`src/rtl/riscv_pkg.sv`:
```
// ---------------------------------------------------------------------------
// riscv_pkg
// Shared RV32I encoding constants for the instruction encoder/loader and the
// decoder controller: major opcodes, request class codes, the canonical NOP,
// an instruction format enum and the loader FSM state enum.
// Helper functions:
//   class_format : request class -> instruction format (FMT_BAD for 9..15)
//   class_legal  : 1 when the class code names a real instruction class
//   imm_fits     : 1 when the byte immediate survives packing unchanged
// No ports (package).
// ---------------------------------------------------------------------------
package riscv_pkg;

    // Major opcodes, bits [6:0] of every RV32I word
    localparam logic [6:0] OPC_OP     = 7'b0110011;
    localparam logic [6:0] OPC_OP_IMM = 7'b0010011;
    localparam logic [6:0] OPC_LOAD   = 7'b0000011;
    localparam logic [6:0] OPC_STORE  = 7'b0100011;
    localparam logic [6:0] OPC_BRANCH = 7'b1100011;
    localparam logic [6:0] OPC_JAL    = 7'b1101111;
    localparam logic [6:0] OPC_JALR   = 7'b1100111;
    localparam logic [6:0] OPC_LUI    = 7'b0110111;
    localparam logic [6:0] OPC_AUIPC  = 7'b0010111;

    // Request class codes carried on in_class
    localparam logic [3:0] CLS_OP     = 4'd0;
    localparam logic [3:0] CLS_OP_IMM = 4'd1;
    localparam logic [3:0] CLS_LOAD   = 4'd2;
    localparam logic [3:0] CLS_STORE  = 4'd3;
    localparam logic [3:0] CLS_BRANCH = 4'd4;
    localparam logic [3:0] CLS_JAL    = 4'd5;
    localparam logic [3:0] CLS_JALR   = 4'd6;
    localparam logic [3:0] CLS_LUI    = 4'd7;
    localparam logic [3:0] CLS_AUIPC  = 4'd8;

    // addi x0,x0,0 -- written in place of any illegal request
    localparam logic [31:0] NOP_WORD = 32'h0000_0013;

    typedef enum logic [2:0] {
        FMT_R,
        FMT_I,
        FMT_S,
        FMT_B,
        FMT_U,
        FMT_J,
        FMT_BAD
    } fmt_e;

    typedef enum logic [1:0] {
        ST_IDLE,
        ST_LOAD,
        ST_DONE
    } load_state_e;

    function automatic fmt_e class_format(input logic [3:0] cls);
        fmt_e fmt;
        case (cls)
            CLS_OP:                       fmt = FMT_R;
            CLS_OP_IMM, CLS_LOAD, CLS_JALR: fmt = FMT_I;
            CLS_STORE:                    fmt = FMT_S;
            CLS_BRANCH:                   fmt = FMT_B;
            CLS_JAL:                      fmt = FMT_J;
            CLS_LUI, CLS_AUIPC:           fmt = FMT_U;
            default:                      fmt = FMT_BAD;
        endcase
        return fmt;
    endfunction

    function automatic logic class_legal(input logic [3:0] cls);
        return (cls <= CLS_AUIPC);
    endfunction

    // Shift-immediates are unsigned 5-bit amounts; every other immediate must
    // be the sign extension of its encoded field, and branch/jump targets must
    // be even because bit 0 is not encoded.
    function automatic logic imm_fits(input logic [3:0]  cls,
                                      input logic [2:0]  f3,
                                      input logic [31:0] imm);
        logic ok;
        ok = 1'b1;
        case (class_format(cls))
            FMT_I: begin
                if ((cls == CLS_OP_IMM) && (f3[1:0] == 2'b01)) begin
                    ok = (imm[31:5] == 27'd0);
                end else begin
                    ok = (imm[31:11] == {21{imm[11]}});
                end
            end
            FMT_S: ok = (imm[31:11] == {21{imm[11]}});
            FMT_B: ok = (imm[31:12] == {20{imm[12]}}) && !imm[0];
            FMT_J: ok = (imm[31:20] == {12{imm[20]}}) && !imm[0];
            default: ok = 1'b1;
        endcase
        return ok;
    endfunction

endpackage

```
`src/rtl/instr_field_packer.sv`:
```
// ---------------------------------------------------------------------------
// instr_field_packer
// Purely combinational: packs one field-level request into a 32-bit RV32I
// instruction word. Illegal classes produce the canonical NOP. Immediates
// are truncated to their field, never saturated.
// Ports:
//   class_i  [3:0]  request class (riscv_pkg CLS_*)
//   rd_i, rs1_i, rs2_i [4:0]  register indices
//   funct3_i [2:0]  funct3 (ignored for JALR, which always uses 000)
//   funct7_i [6:0]  funct7 for OP and OP_IMM shifts
//   imm_i    [31:0] byte immediate
//   word_o   [31:0] encoded instruction
// ---------------------------------------------------------------------------
module instr_field_packer
    import riscv_pkg::*;
(
    input  logic [3:0]  class_i,
    input  logic [4:0]  rd_i,
    input  logic [4:0]  rs1_i,
    input  logic [4:0]  rs2_i,
    input  logic [2:0]  funct3_i,
    input  logic [6:0]  funct7_i,
    input  logic [31:0] imm_i,
    output logic [31:0] word_o
);

    fmt_e       fmt;
    logic [6:0] opcode;
    logic [2:0] funct3Eff;
    logic       isShift;

    assign fmt       = class_format(class_i);
    // slli/srli/srai carry funct7 in the upper bits instead of imm[11:5]
    assign isShift   = (class_i == CLS_OP_IMM) && (funct3_i[1:0] == 2'b01);
    assign funct3Eff = (class_i == CLS_JALR) ? 3'b000 : funct3_i;

    // Map the request class onto its major opcode
    always_comb begin
        opcode = OPC_OP_IMM;
        case (class_i)
            CLS_OP:     opcode = OPC_OP;
            CLS_OP_IMM: opcode = OPC_OP_IMM;
            CLS_LOAD:   opcode = OPC_LOAD;
            CLS_STORE:  opcode = OPC_STORE;
            CLS_BRANCH: opcode = OPC_BRANCH;
            CLS_JAL:    opcode = OPC_JAL;
            CLS_JALR:   opcode = OPC_JALR;
            CLS_LUI:    opcode = OPC_LUI;
            CLS_AUIPC:  opcode = OPC_AUIPC;
            default:    opcode = OPC_OP_IMM;
        endcase
    end

    // Scatter the fields into the bit layout of the selected format
    always_comb begin
        word_o = NOP_WORD;
        case (fmt)
            FMT_R: word_o = {funct7_i, rs2_i, rs1_i, funct3Eff, rd_i, opcode};
            FMT_I: begin
                if (isShift) begin
                    word_o = {funct7_i, imm_i[4:0], rs1_i, funct3Eff, rd_i, opcode};
                end else begin
                    word_o = {imm_i[11:0], rs1_i, funct3Eff, rd_i, opcode};
                end
            end
            FMT_S: word_o = {imm_i[11:5], rs2_i, rs1_i, funct3Eff, imm_i[4:0], opcode};
            FMT_B: word_o = {imm_i[12], imm_i[10:5], rs2_i, rs1_i, funct3Eff,
                             imm_i[4:1], imm_i[11], opcode};
            FMT_U: word_o = {imm_i[31:12], rd_i, opcode};
            FMT_J: word_o = {imm_i[20], imm_i[10:1], imm_i[11], imm_i[19:12], rd_i, opcode};
            default: word_o = NOP_WORD;
        endcase
    end

endmodule

```
`src/rtl/instr_encoder_loader.sv`:
```
// ---------------------------------------------------------------------------
// instr_encoder_loader
// Program preloader: accepts field-level instruction requests over a
// valid/ready handshake, encodes them to RV32I words, buffers them in a small
// FIFO and writes them to sequential IMEM word addresses starting at
// BASE_ADDR. A session starts on a start pulse and ends when the request
// flagged in_last has been written, or when the IMEM is full.
// Optional feature macro: ENC_CHECK_EN -- when defined, err becomes a sticky
// flag for illegal classes and unrepresentable immediates; otherwise err=0.
// Parameters: ADDR_W (IMEM word-address width), FIFO_DEPTH (power of 2, >=2),
//             BASE_ADDR (first word address of a session).
// Ports:
//   clk, rst_n                 clock, asynchronous active-low reset
//   start                      begin a session (ignored while busy)
//   in_valid/in_ready          request handshake
//   in_class, in_rd, in_rs1, in_rs2, in_funct3, in_funct7, in_imm, in_last
//                              request fields
//   imem_we/imem_addr/imem_wdata  IMEM write port
//   busy, done, full, count, err  session status
// ---------------------------------------------------------------------------
module instr_encoder_loader
    import riscv_pkg::*;
#(
    parameter int ADDR_W     = 8,
    parameter int FIFO_DEPTH = 4,
    parameter int BASE_ADDR  = 0
) (
    input  logic              clk,
    input  logic              rst_n,
    input  logic              start,
    input  logic              in_valid,
    output logic              in_ready,
    input  logic [3:0]        in_class,
    input  logic [4:0]        in_rd,
    input  logic [4:0]        in_rs1,
    input  logic [4:0]        in_rs2,
    input  logic [2:0]        in_funct3,
    input  logic [6:0]        in_funct7,
    input  logic [31:0]       in_imm,
    input  logic              in_last,
    output logic              imem_we,
    output logic [ADDR_W-1:0] imem_addr,
    output logic [31:0]       imem_wdata,
    output logic              busy,
    output logic              done,
    output logic              full,
    output logic [ADDR_W:0]   count,
    output logic              err
);

    localparam int PTR_W = $clog2(FIFO_DEPTH);
    localparam int OCC_W = PTR_W + 1;
    localparam int CAP_W = ADDR_W + 2;

    localparam logic [CAP_W-1:0]  CAPACITY  = {1'b0, 1'b1, {ADDR_W{1'b0}}};
    localparam logic [CAP_W-1:0]  CAP_ONE   = CAP_W'(1);
    localparam logic [OCC_W-1:0]  OCC_ONE   = OCC_W'(1);
    localparam logic [OCC_W-1:0]  OCC_FULL  = OCC_W'(FIFO_DEPTH);
    localparam logic [PTR_W-1:0]  PTR_ONE   = PTR_W'(1);
    localparam logic [ADDR_W:0]   CNT_ONE   = (ADDR_W+1)'(1);
    localparam logic [ADDR_W-1:0] ADDR_ONE  = ADDR_W'(1);
    localparam logic [ADDR_W-1:0] ADDR_BASE = ADDR_W'(BASE_ADDR);

    load_state_e       state_q, state_d;
    logic [ADDR_W-1:0] addr_q, addr_d;
    logic [ADDR_W:0]   count_q, count_d;
    logic              full_q, full_d;
    logic              lastSeen_q, lastSeen_d;
    logic [PTR_W-1:0]  wrPtr_q, wrPtr_d;
    logic [PTR_W-1:0]  rdPtr_q, rdPtr_d;
    logic [OCC_W-1:0]  occ_q, occ_d;
    logic [31:0]       fifoMem_q [FIFO_DEPTH];

    logic [31:0]       encWord;
    logic              inLoad;
    logic              fifoEmpty;
    logic              fifoFull;
    logic              push;
    logic              pop;
    logic              startOk;
    logic              capacityHit;
    logic              drained;
    logic [CAP_W-1:0]  loadLevel;
    logic [OCC_W-1:0]  occNext;

    instr_field_packer u_packer (
        .class_i  (in_class),
        .rd_i     (in_rd),
        .rs1_i    (in_rs1),
        .rs2_i    (in_rs2),
        .funct3_i (in_funct3),
        .funct7_i (in_funct7),
        .imm_i    (in_imm),
        .word_o   (encWord)
    );

    assign inLoad    = (state_q == ST_LOAD);
    assign fifoEmpty = (occ_q == '0);
    assign fifoFull  = (occ_q == OCC_FULL);
    assign pop       = inLoad && !fifoEmpty;
    // Words already written plus words still buffered must never exceed the
    // IMEM, so acceptance stops once that total reaches capacity.
    assign loadLevel = CAP_W'(count_q) + CAP_W'(occ_q);
    assign in_ready  = inLoad && !fifoFull && !lastSeen_q && (loadLevel < CAPACITY);
    assign push      = in_valid && in_ready;
    assign startOk   = start && !inLoad;
    assign occNext   = occ_q + (push ? OCC_ONE : '0) - (pop ? OCC_ONE : '0);
    assign capacityHit = pop && ((CAP_W'(count_q) + CAP_ONE) == CAPACITY);
    assign drained     = lastSeen_q && (occNext == '0);

    // Session FSM: LOAD runs until the last request has left the FIFO or the
    // IMEM has been filled; start only has an effect outside LOAD.
    always_comb begin
        state_d = state_q;
        case (state_q)
            ST_IDLE: if (start) state_d = ST_LOAD;
            ST_LOAD: if (capacityHit || drained) state_d = ST_DONE;
            ST_DONE: if (start) state_d = ST_LOAD;
            default: state_d = ST_IDLE;
        endcase
    end

    // Datapath next-state: a start re-arms the session counters; while loading,
    // every pop writes the head word and advances address and count.
    always_comb begin
        addr_d     = addr_q;
        count_d    = count_q;
        full_d     = full_q;
        lastSeen_d = lastSeen_q;
        wrPtr_d    = wrPtr_q;
        rdPtr_d    = rdPtr_q;
        occ_d      = occ_q;
        if (startOk) begin
            addr_d     = ADDR_BASE;
            count_d    = '0;
            full_d     = 1'b0;
            lastSeen_d = 1'b0;
            wrPtr_d    = '0;
            rdPtr_d    = '0;
            occ_d      = '0;
        end else if (inLoad) begin
            if (pop) begin
                addr_d  = addr_q + ADDR_ONE;
                count_d = count_q + CNT_ONE;
                rdPtr_d = rdPtr_q + PTR_ONE;
            end
            if (push) begin
                wrPtr_d    = wrPtr_q + PTR_ONE;
                lastSeen_d = lastSeen_q | in_last;
            end
            occ_d = occNext;
            // A session whose final word was the in_last request ended
            // normally even if that word happened to fill the IMEM.
            if (capacityHit && !lastSeen_q) begin
                full_d = 1'b1;
            end
        end
    end

    // State and control registers; reset abandons any buffered words
    always_ff @(posedge clk or negedge rst_n) begin
        if (!rst_n) begin
            state_q    <= ST_IDLE;
            addr_q     <= ADDR_BASE;
            count_q    <= '0;
            full_q     <= 1'b0;
            lastSeen_q <= 1'b0;
            wrPtr_q    <= '0;
            rdPtr_q    <= '0;
            occ_q      <= '0;
        end else begin
            state_q    <= state_d;
            addr_q     <= addr_d;
            count_q    <= count_d;
            full_q     <= full_d;
            lastSeen_q <= lastSeen_d;
            wrPtr_q    <= wrPtr_d;
            rdPtr_q    <= rdPtr_d;
            occ_q      <= occ_d;
        end
    end

    // FIFO storage needs no reset: occupancy alone decides what is valid
    always_ff @(posedge clk) begin
        if (push) begin
            fifoMem_q[wrPtr_q] <= encWord;
        end
    end

`ifdef ENC_CHECK_EN
    logic err_q, err_d;
    logic reqBad;

    assign reqBad = !class_legal(in_class) || !imm_fits(in_class, in_funct3, in_imm);

    // Sticky for the whole session, cleared only by the next accepted start
    always_comb begin
        err_d = err_q;
        if (startOk) begin
            err_d = 1'b0;
        end else if (push && reqBad) begin
            err_d = 1'b1;
        end
    end

    always_ff @(posedge clk or negedge rst_n) begin
        if (!rst_n) begin
            err_q <= 1'b0;
        end else begin
            err_q <= err_d;
        end
    end

    assign err = err_q;
`else
    assign err = 1'b0;
`endif

    assign imem_we    = pop;
    assign imem_addr  = addr_q;
    assign imem_wdata = pop ? fifoMem_q[rdPtr_q] : '0;
    assign busy       = inLoad;
    assign done       = (state_q == ST_DONE);
    assign full       = full_q;
    assign count      = count_q;

endmodule

```
`config.mk`:
```
export PLATFORM = sky130hd
export DESIGN_NAME = instr_encoder_loader
export DESIGN_NICKNAME = d
export VERILOG_FILES = /design/src/rtl/riscv_pkg.sv /design/src/rtl/instr_field_packer.sv /design/src/rtl/instr_encoder_loader.sv
export SDC_FILE = /design/constraint.sdc
export NUM_CORES = 1
export LEC_CHECK = 0
export CAP_MARGIN = 25
export CORE_MARGIN = 3
export CORE_UTILIZATION = 59
export CTS_BUF_LIST = sky130_fd_sc_hd__clkbuf_8
export DETAILED_ROUTE_END_ITERATION = 10
export MAX_ROUTING_LAYER = met4
export PLACE_DENSITY = 0.88
export SLEW_MARGIN = 5
export SYNTH_ARGS = -nofsm -noshare
export SYNTH_HDL_FRONTEND = slang
export SYNTH_SLANG_ARGS = --single-unit
```
`constraint.sdc`:
```
create_clock -name clk -period 8.13 [get_ports clk]
set_input_delay 1.626 -clock clk [delete_from_list [all_inputs] [get_ports clk]]
set_output_delay 1.626 -clock clk [all_outputs]
set_load 0.01 [all_outputs]
```
* Yosys cells after proc, flatten, opt, wreduce, memory -nomap -nowiden *
Memory sizes are Yosys's and may differ from the RTL's.
Cells that the tools add are included.
Widths: inputs -> output; s select.

storage, ports and cells
  output and inout port bits = 55
  bits in read-only memories = 128
  memories = 3
  input port bits = 66
  bits in registers = 28
  memory bits (writable) = 128
  logic and storage cells = 94

cells by class
  eq/ne operators = 14
  reduce and logical (&&, ||, !) cells = 28
  mux-type cells = 31
  magnitude comparators = 1
  bitwise logic cells = 1
  $add $sub $neg = 8

memories
  name              depth  bits a word  read ports  clocked after memory_dff  wr ports  RTL line                    RTL
  fifoMem_q         4      32           1           0                         1         instr_encoder_loader.sv:72  logic [31:0] fifoMem_q [FIFO_DEPTH];
  (name not given)  16     5            1           0                         0         instr_field_packer.sv:40    case (class_i)
  (name not given)  16     3            1           0                         0         riscv_pkg.sv:57             case (cls)

operators by type and width
  kind                  number
  $pmux 32 s6           1
  $mux 32               2
  $mux 9                3
  $mux 8                3
  $mux 2                8
  $add 9x1->10 const B  1
  $add 9x3->10          1
  $eq 10x9->1 const B   1
  $logic_and 1x1->1     10
  $lt 10x9->1 const B   1
  $mux 1                10
  $add 9x1->9 const B   1
  $eq 3x3->1 const B    3
  $logic_not 3->1       3
  $mux 3                3
  $add 8x1->8 const B   1
  $reduce_and 2->1      4
  $reduce_bool 2->1     4
  $eq 3x2->1 const B    2
  $add 2x1->2 const B   2
  $eq 2x1->1 const B    2
  $eq 4x1->1 const B    1
  $eq 4x3->1 const B    1
  $logic_not 1->1       4
  other kinds (10)      11

* Depth between registers and ports, before layout *
  depth in word-level cells = 14
  mapped depth = 18

* Modules after synthesis *
Synthesis repeated with hierarchy kept, for this count alone.

second synthesis, totals
  cells, all modules = 522
  area, all modules = 7492.2 µm²

by module, submodules not included
  module                area an instance (µm²)  seq. area each (µm²)  times used  cells an instance
  instr_encoder_loader  6482.5                  4544.4                1           389
  instr_field_packer    1009.7                  0.0                   1           133

* Least setup slack after synthesis *
OpenSTA, ideal clock, no wires.

  path kind = input to register
  from = input in_valid
  to = register state_q[0]
  buffers on the path = 0
  data required time = 8008 ps
  slack = 4662 ps
  library setup time = 122 ps
  data arrival time = 3346 ps
  cell stages on the path = 12
  path through = and2_2 -> inv_1 -> ha_1 -> inv_1 -> ha_1 -> inv_1 -> fa_1 -> xor2_1 -> xor2_1 -> nor3_1 -> nor2_1 -> o2bb2ai_1

between the ends
  longest elaborated chain between the ends = 9

ends and longest elaborated chain
  element                            RTL line                     RTL
  start, declared                    instr_encoder_loader.sv:31   input logic in_valid,
  $logic_and 1x1->1                  instr_encoder_loader.sv:105  assign push = in_valid && in_ready;
  $mux 1                             instr_encoder_loader.sv:107  assign occNext = occ_q + (push ? OCC_ONE : '0) - (pop ? OCC_ONE : '0);
  $add 3x1->3                        instr_encoder_loader.sv:107
  $sub 3x1->3                        instr_encoder_loader.sv:107
  $logic_not 3->1                    instr_encoder_loader.sv:109  assign drained = lastSeen_q && (occNext == '0);
  $logic_and 1x1->1                  instr_encoder_loader.sv:109
  $logic_or 1x1->1                   instr_encoder_loader.sv:117  ST_LOAD: if (capacityHit || drained) state_d = ST_DONE;
  $ne 2x1->1 (no source line)        -
  $reduce_and 2->1 (no source line)  -
  end signal, assigned               instr_encoder_loader.sv:172  state_q <= state_d;
  end, declared                      instr_encoder_loader.sv:64   load_state_e state_q, state_d;

No other way between the ends.
A chain may end at the register's enable or synchronous reset.

* Worst setup path in the final report *
  from = register state_q[1]
  to = output imem_wdata[4]

between the ends
  longest elaborated chain between the ends = 3

ends and longest elaborated chain
  element            RTL line                     RTL
  $eq 2x1->1         instr_encoder_loader.sv:97   assign inLoad = (state_q == ST_LOAD);
  $logic_and 1x1->1  instr_encoder_loader.sv:100  assign pop = inLoad && !fifoEmpty;
  $mux 32            instr_encoder_loader.sv:221  assign imem_wdata = pop ? fifoMem_q[rdPtr_q] : '0;
  end, declared      instr_encoder_loader.sv:43   output logic [31:0] imem_wdata,

No other way between the ends.

==> metrics <==
status=finished, final reports clean; synth top area cells=edfxtp_1 52%, dfrtp_1 10%, mux4_2 9.8%; CTS buffer count=17; num ports=121; fin cells=755; detailed router's first-iteration violation count=approximately 450; Via density=about 6.1; Total Neg Setup Slack=0 ns; CTS Sinks=148; Area growth syn-to-layout=24.8%; max cap viols=0; endpoints failing hold=0; die width=about 110 um; Power Total=around 2800 uW; placed insts=723; Synth top area share=0.525; Post-synth top cells=120 x edfxtp_1, 51 x nand2_1, 31 x and2_1; Crit Path Class=reg2out; critical path's slowest cell=inv_1; layout cells sized above 1=0.140; post-layout min period=approximately 5 ns; max_slew headroom=0.417; Clock transition at path regs=about 0.08 ns; cts hold-fix bufs=0; DRT antenna net count=0; Post-CTS Setup Inserts=0; Max FO, Critical Path=22; power per cell area=between 300 and 400 nW/um^2; dominant synthesized flop cell=edfxtp_1; CTS root buf=clkbuf_8; Synth Register Bits=around 150; routability congestion estimate=approximately 0.85; die area=13000 um^2; Die Y=approximately 110 um; drc violations=0; leak pwr=roughly 0.0031 uW; Cells after Synth=481; pin slew with the least headroom to its limit=about 0.9 ns; Post-synth EDFFs=120; first-pass GRT wire length=roughly 25 mm; fin crit share=0.619; CP startpoint=state_q[1]$_DFFE_PN0P_; ANT cells=0; WL/cell=just over 20 um; RSZ-0062 raised after global routing=no; critical-path cell list=nand2b_1 > inv_1 > nand2b_1 > inv_1 > buf_4 > and2_1 > clkdlybuf4s50_1; Synth area leader=edfxtp_1; Resize count post-CTS=0; worst path arrival time=about 3.4 ns; RR Startpoint=state_q[0]$_DFFE_PN0P_; # nets final=roughly 680; Hold Crit Start=state_q[0]$_DFFE_PN0P_; hpwl dp=around 11 mm; yosys warns=0; starting density of the core=0.617; final WL=15.6 mm; clock tree buffer depth=2; crit start category=register; final core utilization=0.771; initial antenna violation count=0; slowest cell delay on critical path=around 0.56 ns; GRT Residual Overflow=0; Pins Over Slew Limit=0; Worst Setup End Kind=primary output; Required @ worst endpoint=~6.5 ns; largest net degree at the start of global routing=32; vias in the first global route=between 4000 and 5000; Synth Cell Area=around 7000 um^2; Peak VDD IR=between 0.2 and 0.25 mV; CTS tree=done; Skew-Pair Late Insertion Delay=about 0.45 ns; Global Route Usage Sum=0.268; Unique masters post-synth=between 50 and 60; CTS H-tree lvls=4; synthesized area per cell=14.3 um^2; sequential-to-total area share from yosys stat=0.627; DRT Pass-1 Iters=5; syn nets=563; core region area=about 11000 um^2; vias=around 4600; skew final=0.00753 ns; fmax=199 MHz; FP Rows=38; Final setup viols=0; Async SR Flop Fraction=0.189; most frequent cell after synthesis=edfxtp_1; worst hold path type=reg2reg; port buffer count=approximately 120
==> layout by cell type, fill, tap and decap left out, types with 5 or more instances in the layout <==
cell	synthesis	final
nor2_1	30	30
clkdlybuf4s50_1	0	119
mux2i_1	6	6
edfxtp_1	120	120
a21oi_1	7	7
and2_1	31	31
a22oi_1	5	5
nand2_1	51	51
a221o_1	7	7
nand3_1	14	14
buf_4	3	7
xor2_1	7	7
and3_1	12	12
clkinv_4	0	6
clkbuf_8	0	17
dfrtp_1	28	27
inv_1	10	10
o21ai_0	22	22
mux4_2	30	30
ha_1	15	15
==> power breakdown <==
group / internal [uW] / switching [uW] / total, uW
clock network: 249 / 291 / 541
logic: 617 / 612 / 1230
registers: 958 / 88.0 / 1050
==> per-layer routing <==
metal | global-route usage | vias up | wire length [um]
met5 | - | - | 0
met4 | 0.110 | 0 | 426
met3 | 0.0610 | 47 | 1130
met2 | 0.428 | 247 | 7860
met1 | 0.335 | 2212 | 6210
li1 | - | 2073 | -
==> per-stage QoR <==
stage                     setup WS [ns]  area, um^2  hold WS, ns
final                              3.10        8570        0.497
after global routing               2.83        8570        0.523
after CTS                          3.04        8570        0.499
after detailed placement           3.58        8190        0.488
after global placement             3.75        8170        0.468
after floorplan                    4.66        6870        0.450
==> area by class of cell <==
cell class	count	area, um^2
Tap cell	140	175
Clock inverter	15	150
Fill cell	649	2550
Clock buffer	17	234
Multi-Input combinational cell	298	2410
Sequential cell	148	4310
Timing Repair Buffer	127	1260
Inverter	10	37.5
==> worst paths after layout <==
kind	to	slack, ns	cells past startpoint
min reg2reg	state_q[0]$_DFFE_PN0P_	0.50	1
max in group asynchronous	rdPtr_q[0]$_DFFE_PN0P_	6.30	2
max	imem_wdata[4]	3.10	7
min	state_q[0]$_DFFE_PN0P_	0.50	1
max reg2reg	state_q[0]$_DFFE_PN0P_	4.04	15
min in group asynchronous	imem_addr[0]$_DFFE_PN0P_	1.54	2
==> sequential cells by signal, summed over array words and instances, names as in the netlist <==
| register | count |
|---|---|
| state_q | 2 |
| count | 9 |
| fifoMem_q | 120 |
| occ_q | 3 |
| rdPtr_q | 2 |
| wrPtr_q | 2 |
| full | 1 |
| lastSeen_q | 1 |
| imem_addr | 8 |
==> worst max-delay path, delay by kind of cell, from the launching register on <==
family | cells | cell delay, ns
buffers and inverters | 4 | 1.71
flip-flops | 1 | 0.38
AND/OR/NAND/NOR | 3 | 0.85
==> kinds of logic (layout without fill, tap and decap cells) <==
| group | Yosys count | in the layout | synth area share |
|---|---|---|---|
| AND/OR/NAND/NOR | 160 | 160 | 0.117 |
| flip-flops | 148 | 148 | 0.627 |
| AO/OA/AOI/OAI | 73 | 73 | 0.0798 |
| multiplexers | 37 | 37 | 0.109 |
| buffers and inverters | 35 | 169 | 0.0228 |
| adder cells (fa/ha/maj) | 16 | 16 | 0.0302 |
| XOR/XNOR | 11 | 11 | 0.0140 |
| other | 1 | 1 | 0.000546 |
No activity file was read; power rests on OpenSTA's default activity.
